===== src/rtl/shift_normalizer_pkg.sv =====
// rtl/shift_normalizer_pkg.sv - shared state enum, width default and dir encoding for the normalizer
package shift_norm_pkg;

   // Controller states: waiting for a word, walking it, holding the result
   typedef enum logic [1:0] {
      IDLE  = 2'd0,
      SHIFT = 2'd1,
      DONE  = 2'd2
   } norm_state_e;

   localparam int NORM_WIDTH_DEFAULT = 8;

   // Same encoding the barrel shifter uses, so a result can be fed straight back
   localparam logic DIR_LEFT  = 1'b0;
   localparam logic DIR_RIGHT = 1'b1;

endpackage


===== src/rtl/shift_normalizer_if.sv =====
// rtl/shift_normalizer_if.sv - request/result handshake bundle for shift_normalizer
interface shift_normalizer_if
   import shift_norm_pkg::*;
#(
   parameter int WIDTH = NORM_WIDTH_DEFAULT
);
   localparam int SHW = $clog2(WIDTH);

   logic             in_valid;
   logic             in_ready;
   logic [WIDTH-1:0] IN;
   logic             dir;
   logic             out_valid;
   logic             out_ready;
   logic [WIDTH-1:0] OUT;
   logic [SHW-1:0]   shift;
   logic             zero;

   // Requester / result consumer side
   modport master (
      output in_valid, IN, dir, out_ready,
      input  in_ready, out_valid, OUT, shift, zero
   );

   // Normalizer side
   modport slave (
      input  in_valid, IN, dir, out_ready,
      output in_ready, out_valid, OUT, shift, zero
   );

endinterface


===== src/rtl/shift_normalizer.sv =====
// rtl/shift_normalizer.sv - iterative one-bit-per-cycle normalizer; macro SHIFT_NORMALIZER_ZERO_SKIP_EN enables early exit on an all-zero word
module shift_normalizer
   import shift_norm_pkg::*;
#(
   parameter int WIDTH = NORM_WIDTH_DEFAULT
) (
   input  logic               clk,
   input  logic               rst,
   shift_normalizer_if.slave  bus
);
   localparam int SHW = $clog2(WIDTH);

   norm_state_e      state_q, state_d;
   logic [WIDTH-1:0] work_q,  work_d;
   logic [SHW-1:0]   cnt_q,   cnt_d;
   logic             dir_q,   dir_d;
   logic [WIDTH-1:0] out_q,   out_d;
   logic [SHW-1:0]   shift_q, shift_d;
   logic             zero_q,  zero_d;

   logic target_bit;
   logic give_up;

   assign target_bit = (dir_q == DIR_RIGHT) ? work_q[0] : work_q[WIDTH-1];

   // A zero word never reaches the target bit; either stop as soon as it is seen
   // or walk the full distance so latency does not depend on the data
`ifdef SHIFT_NORMALIZER_ZERO_SKIP_EN
   assign give_up = (work_q == '0);
`else
   assign give_up = (cnt_q == SHW'(WIDTH-1));
`endif

   // State and datapath registers; reset aborts any operation in flight
   always_ff @(posedge clk or posedge rst) begin
      if (rst) begin
         state_q <= IDLE;
         work_q  <= '0;
         cnt_q   <= '0;
         dir_q   <= DIR_LEFT;
         out_q   <= '0;
         shift_q <= '0;
         zero_q  <= 1'b0;
      end else begin
         state_q <= state_d;
         work_q  <= work_d;
         cnt_q   <= cnt_d;
         dir_q   <= dir_d;
         out_q   <= out_d;
         shift_q <= shift_d;
         zero_q  <= zero_d;
      end
   end

   // Next state and datapath; results are only written on entry to DONE
   always_comb begin
      state_d = state_q;
      work_d  = work_q;
      cnt_d   = cnt_q;
      dir_d   = dir_q;
      out_d   = out_q;
      shift_d = shift_q;
      zero_d  = zero_q;
      unique case (state_q)
         IDLE: begin
            if (bus.in_valid) begin
               work_d  = bus.IN;
               cnt_d   = '0;
               dir_d   = bus.dir;
               state_d = SHIFT;
            end
         end
         SHIFT: begin
            if (target_bit) begin
               out_d   = work_q;
               shift_d = cnt_q;
               zero_d  = 1'b0;
               state_d = DONE;
            end else if (give_up) begin
               out_d   = '0;
               shift_d = '0;
               zero_d  = 1'b1;
               state_d = DONE;
            end else begin
               work_d = (dir_q == DIR_RIGHT) ? (work_q >> 1) : (work_q << 1);
               cnt_d  = cnt_q + SHW'(1);
            end
         end
         DONE: begin
            if (bus.out_ready) begin
               state_d = IDLE;
            end
         end
         default: state_d = IDLE;
      endcase
   end

   assign bus.in_ready  = (state_q == IDLE);
   assign bus.out_valid = (state_q == DONE);
   assign bus.OUT       = out_q;
   assign bus.shift     = shift_q;
   assign bus.zero      = zero_q;

endmodule


===== src/flat_wrapper.sv =====
// flat-port wrapper written by rule: the top's interface ports become plain ports
module shift_normalizer_flat import shift_norm_pkg::*;
#(
   parameter int WIDTH = NORM_WIDTH_DEFAULT
)
  (clk, rst, bus_in_valid, bus_IN, bus_dir, bus_out_ready, bus_in_ready, bus_out_valid, bus_OUT, bus_shift, bus_zero);
  shift_normalizer_if #(.WIDTH(WIDTH)) bus_i ();
  input  logic clk;
  input  logic rst;
  input wire logic [$bits(bus_i.in_valid)-1:0] bus_in_valid;
  input wire logic [$bits(bus_i.IN)-1:0] bus_IN;
  input wire logic [$bits(bus_i.dir)-1:0] bus_dir;
  input wire logic [$bits(bus_i.out_ready)-1:0] bus_out_ready;
  output wire logic [$bits(bus_i.in_ready)-1:0] bus_in_ready;
  output wire logic [$bits(bus_i.out_valid)-1:0] bus_out_valid;
  output wire logic [$bits(bus_i.OUT)-1:0] bus_OUT;
  output wire logic [$bits(bus_i.shift)-1:0] bus_shift;
  output wire logic [$bits(bus_i.zero)-1:0] bus_zero;
  assign bus_i.in_valid = bus_in_valid;
  assign bus_i.IN = bus_IN;
  assign bus_i.dir = bus_dir;
  assign bus_i.out_ready = bus_out_ready;
  assign bus_in_ready = bus_i.in_ready;
  assign bus_out_valid = bus_i.out_valid;
  assign bus_OUT = bus_i.OUT;
  assign bus_shift = bus_i.shift;
  assign bus_zero = bus_i.zero;
  shift_normalizer #(.WIDTH(WIDTH)) u_core (.clk(clk), .rst(rst), .bus(bus_i));
endmodule

===== config.mk =====
export PLATFORM = sky130hd
export DESIGN_NAME = shift_normalizer_flat
export DESIGN_NICKNAME = d
export VERILOG_FILES = /design/src/rtl/shift_normalizer_pkg.sv /design/src/rtl/shift_normalizer_if.sv /design/src/rtl/shift_normalizer.sv /design/src/flat_wrapper.sv
export SDC_FILE = /design/constraint.sdc
export NUM_CORES = 1
export LEC_CHECK = 0
export ABC_AREA = 1
export ABC_CLOCK_PERIOD_IN_PS = 1350
export BUFFER_PORTS_ARGS = -buffer_cell sky130_fd_sc_hd__buf_4
export CAP_MARGIN = 20
export CORE_ASPECT_RATIO = 0.7
export CORE_MARGIN = 2
export CORE_UTILIZATION = 48
export CTS_CLUSTER_DIAMETER = 50
export DETAILED_ROUTE_END_ITERATION = 7
export GPL_TIMING_DRIVEN = 0
export HOLD_SLACK_MARGIN = 0.12
export PLACE_DENSITY = 0.8
export SYNTH_ARGS = -nofsm -noshare
export SYNTH_HDL_FRONTEND = slang
export SYNTH_SLANG_ARGS = --single-unit

===== constraint.sdc =====
create_clock -name clk -period 1.35 [get_ports clk]
set_input_delay 0.0675 -clock clk [delete_from_list [all_inputs] [get_ports clk]]
set_output_delay 0.0675 -clock clk [all_outputs]
set_load 0.05 [all_outputs]

==> summary.txt, run 1 <==
Max-Cap Viols: 0
total grt overflow: 0
maximum vdd drop: 1.09 mV
RD Place Congestion: 0.901
Top Family by Delay on Critical Path: flip-flops
CP max stage delay: 0.41 ns
# DRC: 0
Final Worst Setup Slack: -0.0238 ns
die height: 47.7 microns
multiplexer area fraction after synthesis: 0
largest net degree at the start of global routing: 27
Yosys top cell by area: dfrtp_1
first drt pass iteration count: 4
syn_nets: 186
Antenna Cells: 0
flops & latches, synth: 26
Placement Setup Slack: -0.146 ns
adder-cell share of the synthesized area: 0.0191
worst-margin pin slew: 0.285 ns
Num CTS Buffers: 3
CP arrival: 1.55 ns
CORE AREA: 0.00253 sq mm
synthesized area: 0.00131 sq mm
routed wl met2: 1.52 mm
Post-Syn Area per Cell: 7.67 sq um
design area: 0.00189 sq mm
area delta synth->final: 44.3%
DRT met1 WL: 1.52 mm
Synth Area in Compound Gates: 0.0267
Final HPWL DP: 2.13 mm
CP Data Required Time: 1.52 ns
vias in the first global route: 1120
first-pass GRT wire length: 5.18 mm
final net count: 237
post-DR wirelength/cell: 12.8 microns
initial antenna violation count: 0
global-route usage over all layers: 0.222
min Tclk post-route: 1.37 ns
Power Total: 4.77 mW
die area: 0.00317 sq mm
Worst Path Max Fanout: 5
Final Util: 0.747
Clock transition at path regs: 0.09 ns
Worst Hold Slack: 0.120 ns
DR iter-0 viols: 54
Pleak: 1.04 nW
die width: 66.5 microns
Inst Count DP: 231
Post-Route WL: 3.27 mm
register area: 651 sq um
power density over the cells: 2520 mW/mm^2
uppermost layer routed: met3
Multi-input gate area: 647 sq um
Critical Path Source Type: register
fillers: 191
Syn. warnings: 0
Port Buffers: 26
crit share post-route: 1.02
Post-Synth XOR/XNOR Area: 0
Cell Chain, Critical Path: ha_2 > ha_4 > nor2_4 > nand2_4 > buf_6 > nand3_2 > nand2_2
Clock Latency Late Sink: 0.27 ns
starting density of the core: 0.518
Post-DRT Antenna Nets: 0
clock sinks: 26
Boundary Pins: 27
Critical Path Slowest Stage Cell: dfrtp_1
Max-Slew Margin vs Limit: 0.809
crit path kind: register to register
status: complete, but fails checks
clk_skew: 0.000735 ns
Buf/Inv on CP: 1
main combinational cell family by area after synthesis: simple AND/OR/NAND/NOR gates
final hold violations: 0
CTS tree: yes
htree depth: 1
endpoint class of the critical path: register
RSZ-0062 raised after global routing: yes
simple-gate share of the synthesized area: 0.392
sum of negative setup slack: -0.107 ns
failing checks: negative setup slack
non-filler cells, final: 255
Final Setup Violations: 9
Placed Instance Area: 0.00156 sq mm
max-slew violation count: 0
vias post-DR: 1270
post-synth top area share: 0.496
HP Class: input pin to register
met3 wire length: 228 microns
Netlist cell types: 18
clock root cell: clkbuf_8
vias per cell: 4.98
Area contributors post-synth: dfrtp_1, nand2_1, nand3_1
Site Rows: 15
share of layout cells above drive strength 1: 0.312
CTS max path bufs: 2
Post-Synthesis Cells: 171
fmax: 0.728 GHz
Seq/Total Area, Yosys: 0.496
## cell usage after synthesis (all sizes together)
| cell | number |
|---|---|
| nand3b | 1 |
| a21oi | 3 |
| nand3 | 15 |
| o21ai | 4 |
| ha | 2 |
| buf | 5 |
| nor2 | 6 |
| inv | 10 |
| nand2 | 99 |
| dfrtp | 26 |
## area by class of cell
cell class | count | share of cell area
flip-flops and latches | 26 | 0.344
repair buffers | 46 | 0.208
plain buffers | 5 | 0.0231
clock inverters | 1 | 0.0159
multi-input cells | 130 | 0.342
inverters | 10 | 0.0225
well taps | 34 | 0.0225
clock buffers | 3 | 0.0218
## where the power goes
part | switching, mW | total, mW | leakage, nW | internal, mW
Combinational | 1.76 | 2.74 | 0.675 | 0.982
Sequential | 0.292 | 1.39 | 0.334 | 1.09
Clock | 0.252 | 0.649 | 0.0357 | 0.397
## final timing paths
check,start,endpoint,slack (ns),depth (start not counted)
max,u_core.cnt_q[0]$_DFFE_PP0P_,u_core.work_q[3]$_DFFE_PP0P_,-0.02,7
min,bus_IN[0],u_core.work_q[0]$_DFFE_PP0P_,0.12,5
max reg2reg,u_core.cnt_q[0]$_DFFE_PP0P_,u_core.work_q[3]$_DFFE_PP0P_,-0.02,7
min reg2reg,u_core.bus.shift[2]$_DFFE_PP0P_,u_core.bus.shift[2]$_DFFE_PP0P_,0.48,2
max in group asynchronous,rst,u_core.work_q[6]$_DFFE_PP0P_,0.68,4
min in group asynchronous,rst,u_core.bus.OUT[4]$_DFFE_PP0P_,0.27,3
## worst min-delay path: stages
cell,delay [ns]
buf_4,0.08
nand2_1,0.04
o21ai_0,0.06
nand2_1,0.05
nand2_1,0.06
## routing by layer
metal | GRT usage | vias up
li1 | - | 628
met1 | 0.314 | 591
met2 | 0.370 | 51
met3 | 0.0494 | 0
met4 | 0.0245 | 0
met5 | 0 | -
## state kept, by name, summed over array words and instances (netlist names)
signal	count
u_core.bus.zero	1
u_core.cnt_q	3
u_core.work_q	8
u_core.bus.OUT	8
u_core.bus.shift	3
u_core.state_q	2
u_core.dir_q	1
## placed cells by master (no fill, tap or decap)
master,count
bufinv_16,1
inv_1,6
ha_2,1
o21ai_0,2
nand3_1,9
nor2_2,1
buf_6,4
dlygate4sd3_1,10
nand2_1,91
ha_4,1
buf_16,1
nand2_2,4
inv_6,1
nand2_4,4
nand3_2,6
clkbuf_8,3
buf_2,2
nor2_1,2
dfrtp_1,26
nor2_4,3
inv_2,3
a21oi_1,3
nand3b_1,1
o21ai_1,2
buf_4,34
## cells by family after synthesis
kind of cell,Yosys count
and+or+nand+nor,121
DFF,26
buffers and inverters,15
AOI/OAI and AO/OA,7
adders and majority gates,2
## repair_timing
item                                    in CTS  in global routing
pin swaps                                    4                 11
endpoints found under the setup margin      22                 22
buffers inserted                             3                  5
gates resized for setup                      7                  8
hold endpoints to repair                    35                  0
cloned                                       1                  0
hold buffers                                10                  0
(Power assumes the default switching activity.)
==> run 2: changes to the inputs <==
- CORE_UTILIZATION: 48 -> 46
- CTS_CLUSTER_SIZE: unset -> 8
- PLACE_DENSITY: 0.8 -> 0.78
- SKIP_CTS_REPAIR_TIMING: unset -> 1
==> run 2 against run 1 <==
The run still ends with negative setup slack left. Largest power group unchanged. Largest cell class unchanged. Total power shrank 4.2%. Highest routed layer unchanged. Non-clock buffer count shrank 8. Sequential cell count is the same. Routed wire length shrank 6.2%.
==> summary.txt, run 2 (synthesis gave the netlist of run 1 again) <==
power density over the cells: 2540 mW/mm^2
Final HPWL DP: 2.05 mm
Net Switching: 2.21 mW
HP Class: input pin to register
die area: 0.00330 sq mm
Pleak: 1.01 nW
non-filler cells, final: 249
Worst Path Max Fanout: 10
hold path start: bus_IN[3]
htree depth: 1
total grt overflow: 0
vias per cell: 4.97
Hold EP: u_core.work_q[3]$_DFFE_PP0P_
Worst Hold Depth: 5
initial antenna violation count: 0
Final Util: 0.651
clk_skew: 0.00663 ns
RD Place Congestion: 0.882
vias in the first global route: 1073
routed wl met2: 1.43 mm
Port Buffers: 26
first-pass GRT wire length: 4.80 mm
maximum vdd drop: 1.01 mV
CTS max path bufs: 2
combinational power share: 0.559
Critical Path Source Type: register
Antenna Cells: 0
Post-Route WL: 3.06 mm
uppermost layer routed: met3
Max-Cap Viols: 0
max-slew violation count: 0
fmax: 0.735 GHz
worst r2r path cells: 7
global-route usage over all layers: 0.190
largest net degree at the start of global routing: 27
final net count: 229
Clock Latency Late Sink: 0.27 ns
Placed Instance Area: 0.00156 sq mm
design area: 0.00180 sq mm
clock group share of total power: 0.142
DR iter-0 viols: 53
starting density of the core: 0.475
Site Rows: 16
Boundary Pins: 27
met3 wire length: 235 microns
CP arrival: 1.53 ns
clock root cell: clkbuf_8
Final Setup Violations: 5
die height: 48.7 microns
crit share post-route: 1.01
reg2reg end: u_core.work_q[0]$_DFFE_PP0P_
vias post-DR: 1237
DRT met1 WL: 1.40 mm
Placement Setup Slack: -0.0947 ns
post-DR wirelength/cell: 12.3 microns
share of layout cells above drive strength 1: 0.268
Int Power: 2.37 mW
Inst Count DP: 233
# DRC: 0
R2R Setup Slk: -0.01 ns
commonest non-fill, non-tap cell in the layout: nand2_1
Max-Slew Margin vs Limit: 0.838
CP Data Required Time: 1.52 ns
sum of negative setup slack: -0.0225 ns
min Tclk post-route: 1.36 ns
Worst R2R Start: u_core.cnt_q[1]$_DFFE_PP0P_
most frequent cells in the layout: nand2_1, buf_4, dfrtp_1
CORE AREA: 0.00276 sq mm
clock sinks: 26
area delta synth->final: 37.2%
Worst Hold Slack: 0.0915 ns
crit path kind: register to register
Post-DRT Antenna Nets: 0
Num CTS Buffers: 3
CTS tree: yes
status: complete, but fails checks
failing checks: negative setup slack
first drt pass iteration count: 4
Final Worst Setup Slack: -0.0100 ns
Flop pwr share: 0.299
Power Total: 4.57 mW
final hold violations: 0
endpoint class of the critical path: register
sw frac: 0.483
worst-margin pin slew: 0.243 ns
die width: 67.8 microns
Clock transition at path regs: 0.09 ns
RSZ-0062 raised after global routing: yes
[run 2: changes by cell type in the layout (fill, tap and decap cells not counted), sizes merged]
| cell | before | now |
|---|---|---|
| buf | 41 | 36 |
| dlygate4sd3 | 10 | 7 |
[run 2: layout make-up]
class,count,area (sq um)
fillers,236,963
flip-flops and latches,26,651
multi-input cells,130,619
repair buffers,38,327
well taps,36,45.0
plain buffers,5,43.8
inverters,10,42.5
clock buffers,3,41.3
clock inverters,1,30.0
[run 2: worst max path at each step]
stage                                        startpoint                            to  slack, ns  depth (start not counted)
after floorplan           u_core.state_q[0]$_DFFE_PP0P_  u_core.work_q[0]$_DFFE_PP0P_      0.006                          5
after global placement      u_core.cnt_q[0]$_DFFE_PP0P_  u_core.work_q[1]$_DFFE_PP0P_      -0.06                          7
after detailed placement    u_core.cnt_q[0]$_DFFE_PP0P_  u_core.work_q[0]$_DFFE_PP0P_      -0.09                          7
after CTS                   u_core.cnt_q[0]$_DFFE_PP0P_  u_core.work_q[0]$_DFFE_PP0P_      -0.11                          7
after global routing        u_core.cnt_q[1]$_DFFE_PP0P_  u_core.work_q[0]$_DFFE_PP0P_      -0.07                          7
final                       u_core.cnt_q[1]$_DFFE_PP0P_  u_core.work_q[0]$_DFFE_PP0P_      -0.01                          7
[run 2: power by group through the flow]
stage | Clock, mW | Combinational (mW) | Sequential (mW)
after detailed placement | 0 | 2.34 | 1.37
after floorplan | 0 | 1.38 | 1.73
after global routing | 0.692 | 2.82 | 1.40
after global placement | 0 | 2.28 | 1.36
final | 0.649 | 2.56 | 1.37
after CTS | 0.653 | 2.34 | 1.36
[run 2: worst max-delay path, cell delays in order (launching register included)]
cell and delay (ns):
dfrtp_1 0.41, ha_2 0.20, ha_4 0.17, nor2_4 0.13, nand2_4 0.08, buf_6 0.15, nand3_1 0.07, nand2_1 0.06
[run 2: metal layers]
layer	vias to the layer above	GRT usage
li1	616	-
met1	571	0.281
met2	50	0.289
met3	0	0.0512
met4	0	0.0233
met5	-	0
==> run 3: changes to the inputs <==
- ABC_CLOCK_PERIOD_IN_PS: 1350 -> 1300
- GPL_TIMING_DRIVEN: 0 -> unset
- PLACE_DENSITY: 0.78 -> 0.75
- clock period: 1.35 -> 1.3 ns (I/O delays scaled with it)
==> run 3 against run 2 <==
The flow still finishes with violations (negative setup slack). Final cell count increased by 2.4%. Fmax is 0.77% higher. Global-route usage rose by 0.87 points. Non-clock buffer count is 4 higher. Core utilization rose by 2.4 points. Register-to-register slack lost 0.04 ns. Total power up 12%. Clock skew is 0.0052 ns lower. Worst hold slack better by 0.0045 ns. Via count increased by 0.24%. Critical endpoint is now u_core.work_q[4]$_DFFE_PP0P_. Clock power up 3.5%.
==> summary.txt, run 3 (synthesis gave the netlist of run 1 again) <==
status: complete, but fails checks
failing checks: negative setup slack
met1 Resource Use GR: 0.301
Cell Chain, Critical Path: ha_2 > ha_4 > nor2_4 > nand2_4 > nand2_8 > nand2_1 > nand2_1
fmax: 0.741 GHz
Worst Path Max Fanout: 7
share of layout cells above drive strength 1: 0.311
Max-Cap Viols: 0
worst r2r path cells: 7
CTS tree: yes
vias in the first global route: 1071
Worst R2R Start: u_core.cnt_q[0]$_DFFE_PP0P_
max-slew violation count: 0
first-pass GRT wire length: 4.98 mm
Critical Path Slowest Stage Cell: dfrtp_1
Clock transition at path regs: 0.09 ns
Final Setup Violations: 11
endpoint class of the critical path: register
Clock Latency Late Sink: 0.27 ns
Worst Hold Depth: 5
Crit path top cell by count: nand2_1
design area: 0.00187 sq mm
# DRC: 0
crit path kind: register to register
CORE AREA: 0.00276 sq mm
DR iter-0 viols: 79
Hold EP: u_core.work_q[2]$_DFFE_PP0P_
met3 GRT Util: 0.0558
Final HPWL DP: 2.22 mm
vias post-DR: 1240
commonest non-fill, non-tap cell in the layout: nand2_1
Site Rows: 16
Boundary Pins: 27
die height: 48.7 microns
Pleak: 1.04 nW
RSZ-0062 raised after global routing: yes
crit share post-route: 1.04
min Tclk post-route: 1.35 ns
final hold violations: 0
RD Place Congestion: 0.907
CTS max path bufs: 2
CP max stage delay: 0.39 ns
Max-Slew Margin vs Limit: 0.779
first drt pass iteration count: 4
hold path start: bus_IN[2]
clk_skew: 0.00140 ns
Post-DRT Antenna Nets: 0
R2R Setup Slk: -0.05 ns
gr busiest metal: met1
clock sinks: 26
Top Family by Delay on Critical Path: simple AND/OR/NAND/NOR gates
clock root cell: clkbuf_8
most frequent cells in the layout: nand2_1, buf_4, dfrtp_1
HP Class: input pin to register
htree depth: 1
die width: 67.8 microns
initial antenna violation count: 0
total grt overflow: 0
final net count: 235
CP Data Required Time: 1.52 ns
area delta synth->final: 42.4%
Inst Count DP: 239
Num CTS Buffers: 3
largest net degree at the start of global routing: 27
post-DR wirelength/cell: 13.1 microns
vias per cell: 4.86
Critical Path Source Type: register
Final Worst Setup Slack: -0.0496 ns
Antenna Cells: 0
global-route usage over all layers: 0.199
die area: 0.00330 sq mm
Placement Setup Slack: -0.113 ns
Port Buffers: 26
starting density of the core: 0.475
CP arrival: 1.57 ns
power density over the cells: 2750 mW/mm^2
maximum vdd drop: 0.938 mV
worst-margin pin slew: 0.332 ns
met2 global-route usage: 0.296
Buf/Inv on CP: 0
Placed Instance Area: 0.00163 sq mm
non-filler cells, final: 255
Post-Route WL: 3.33 mm
reg2reg end: u_core.work_q[4]$_DFFE_PP0P_
## run 3: changes by cell type in the layout (fill, tap and decap cells not counted), sizes merged
cell         previous run  this run
dlygate4sd3             7         6
nand2                  99       101
buf                    36        41
## run 3: worst max path at each step
stage	endpoint	startpoint	depth (start not counted)	slack (ns)
2_1_floorplan	u_core.work_q[7]$_DFFE_PP0P_	u_core.cnt_q[0]$_DFFE_PP0P_	7	0.02
3_3_place_gp	u_core.work_q[7]$_DFFE_PP0P_	u_core.cnt_q[0]$_DFFE_PP0P_	7	-0.06
3_5_place_dp	u_core.work_q[4]$_DFFE_PP0P_	u_core.cnt_q[0]$_DFFE_PP0P_	7	-0.11
4_1_cts	u_core.work_q[4]$_DFFE_PP0P_	u_core.cnt_q[0]$_DFFE_PP0P_	7	-0.15
5_1_grt	u_core.work_q[4]$_DFFE_PP0P_	u_core.cnt_q[0]$_DFFE_PP0P_	7	-0.1
6_report	u_core.work_q[4]$_DFFE_PP0P_	u_core.cnt_q[0]$_DFFE_PP0P_	7	-0.05
## run 3: routing by layer
layer  up-vias  part of all wire
met5         -                 0
met4         0            0.0024
met3         2             0.058
met2        39              0.47
met1       569              0.47
li1        630                 -
## run 3: final cells by class
cell class                 instances  area (sq um)
fill                             227           896
multi-input combinational        132           677
sequential                        26           651
timing repair buffer              47           380
tap                               36          45.0
inverter                          10          42.5
clock buffer                       3          41.3
clock inverter                     1          30.0
## run 3: report_power, final
group,switching (mW),leakage [nW],internal [mW]
clock network,0.259,0.0357,0.412
logic,1.95,0.667,1.08
registers,0.288,0.334,1.14
total,2.49,1.04,2.63
## run 3: tightest hold or removal path: cells and delay by family
kind                   cells  cell delay, ns
AND/OR/NAND/NOR            4            0.20
buffers and inverters      1            0.08
## run 3: stage by stage
| step | hold WS (ns) | utilization | power (mW) | TNS (ns) |
|---|---|---|---|---|
| after floorplan | 0.105 | - | 3.25 | 0 |
| after global placement | 0.140 | 0.588 | 3.94 | -0.378 |
| after detailed placement | 0.143 | 0.588 | 4.03 | -0.923 |
| after CTS | -0.152 | 0.614 | 4.70 | -1.47 |
| after global routing | 0.131 | 0.676 | 5.47 | -1.07 |
| final | 0.0960 | 0.676 | 5.13 | -0.294 |
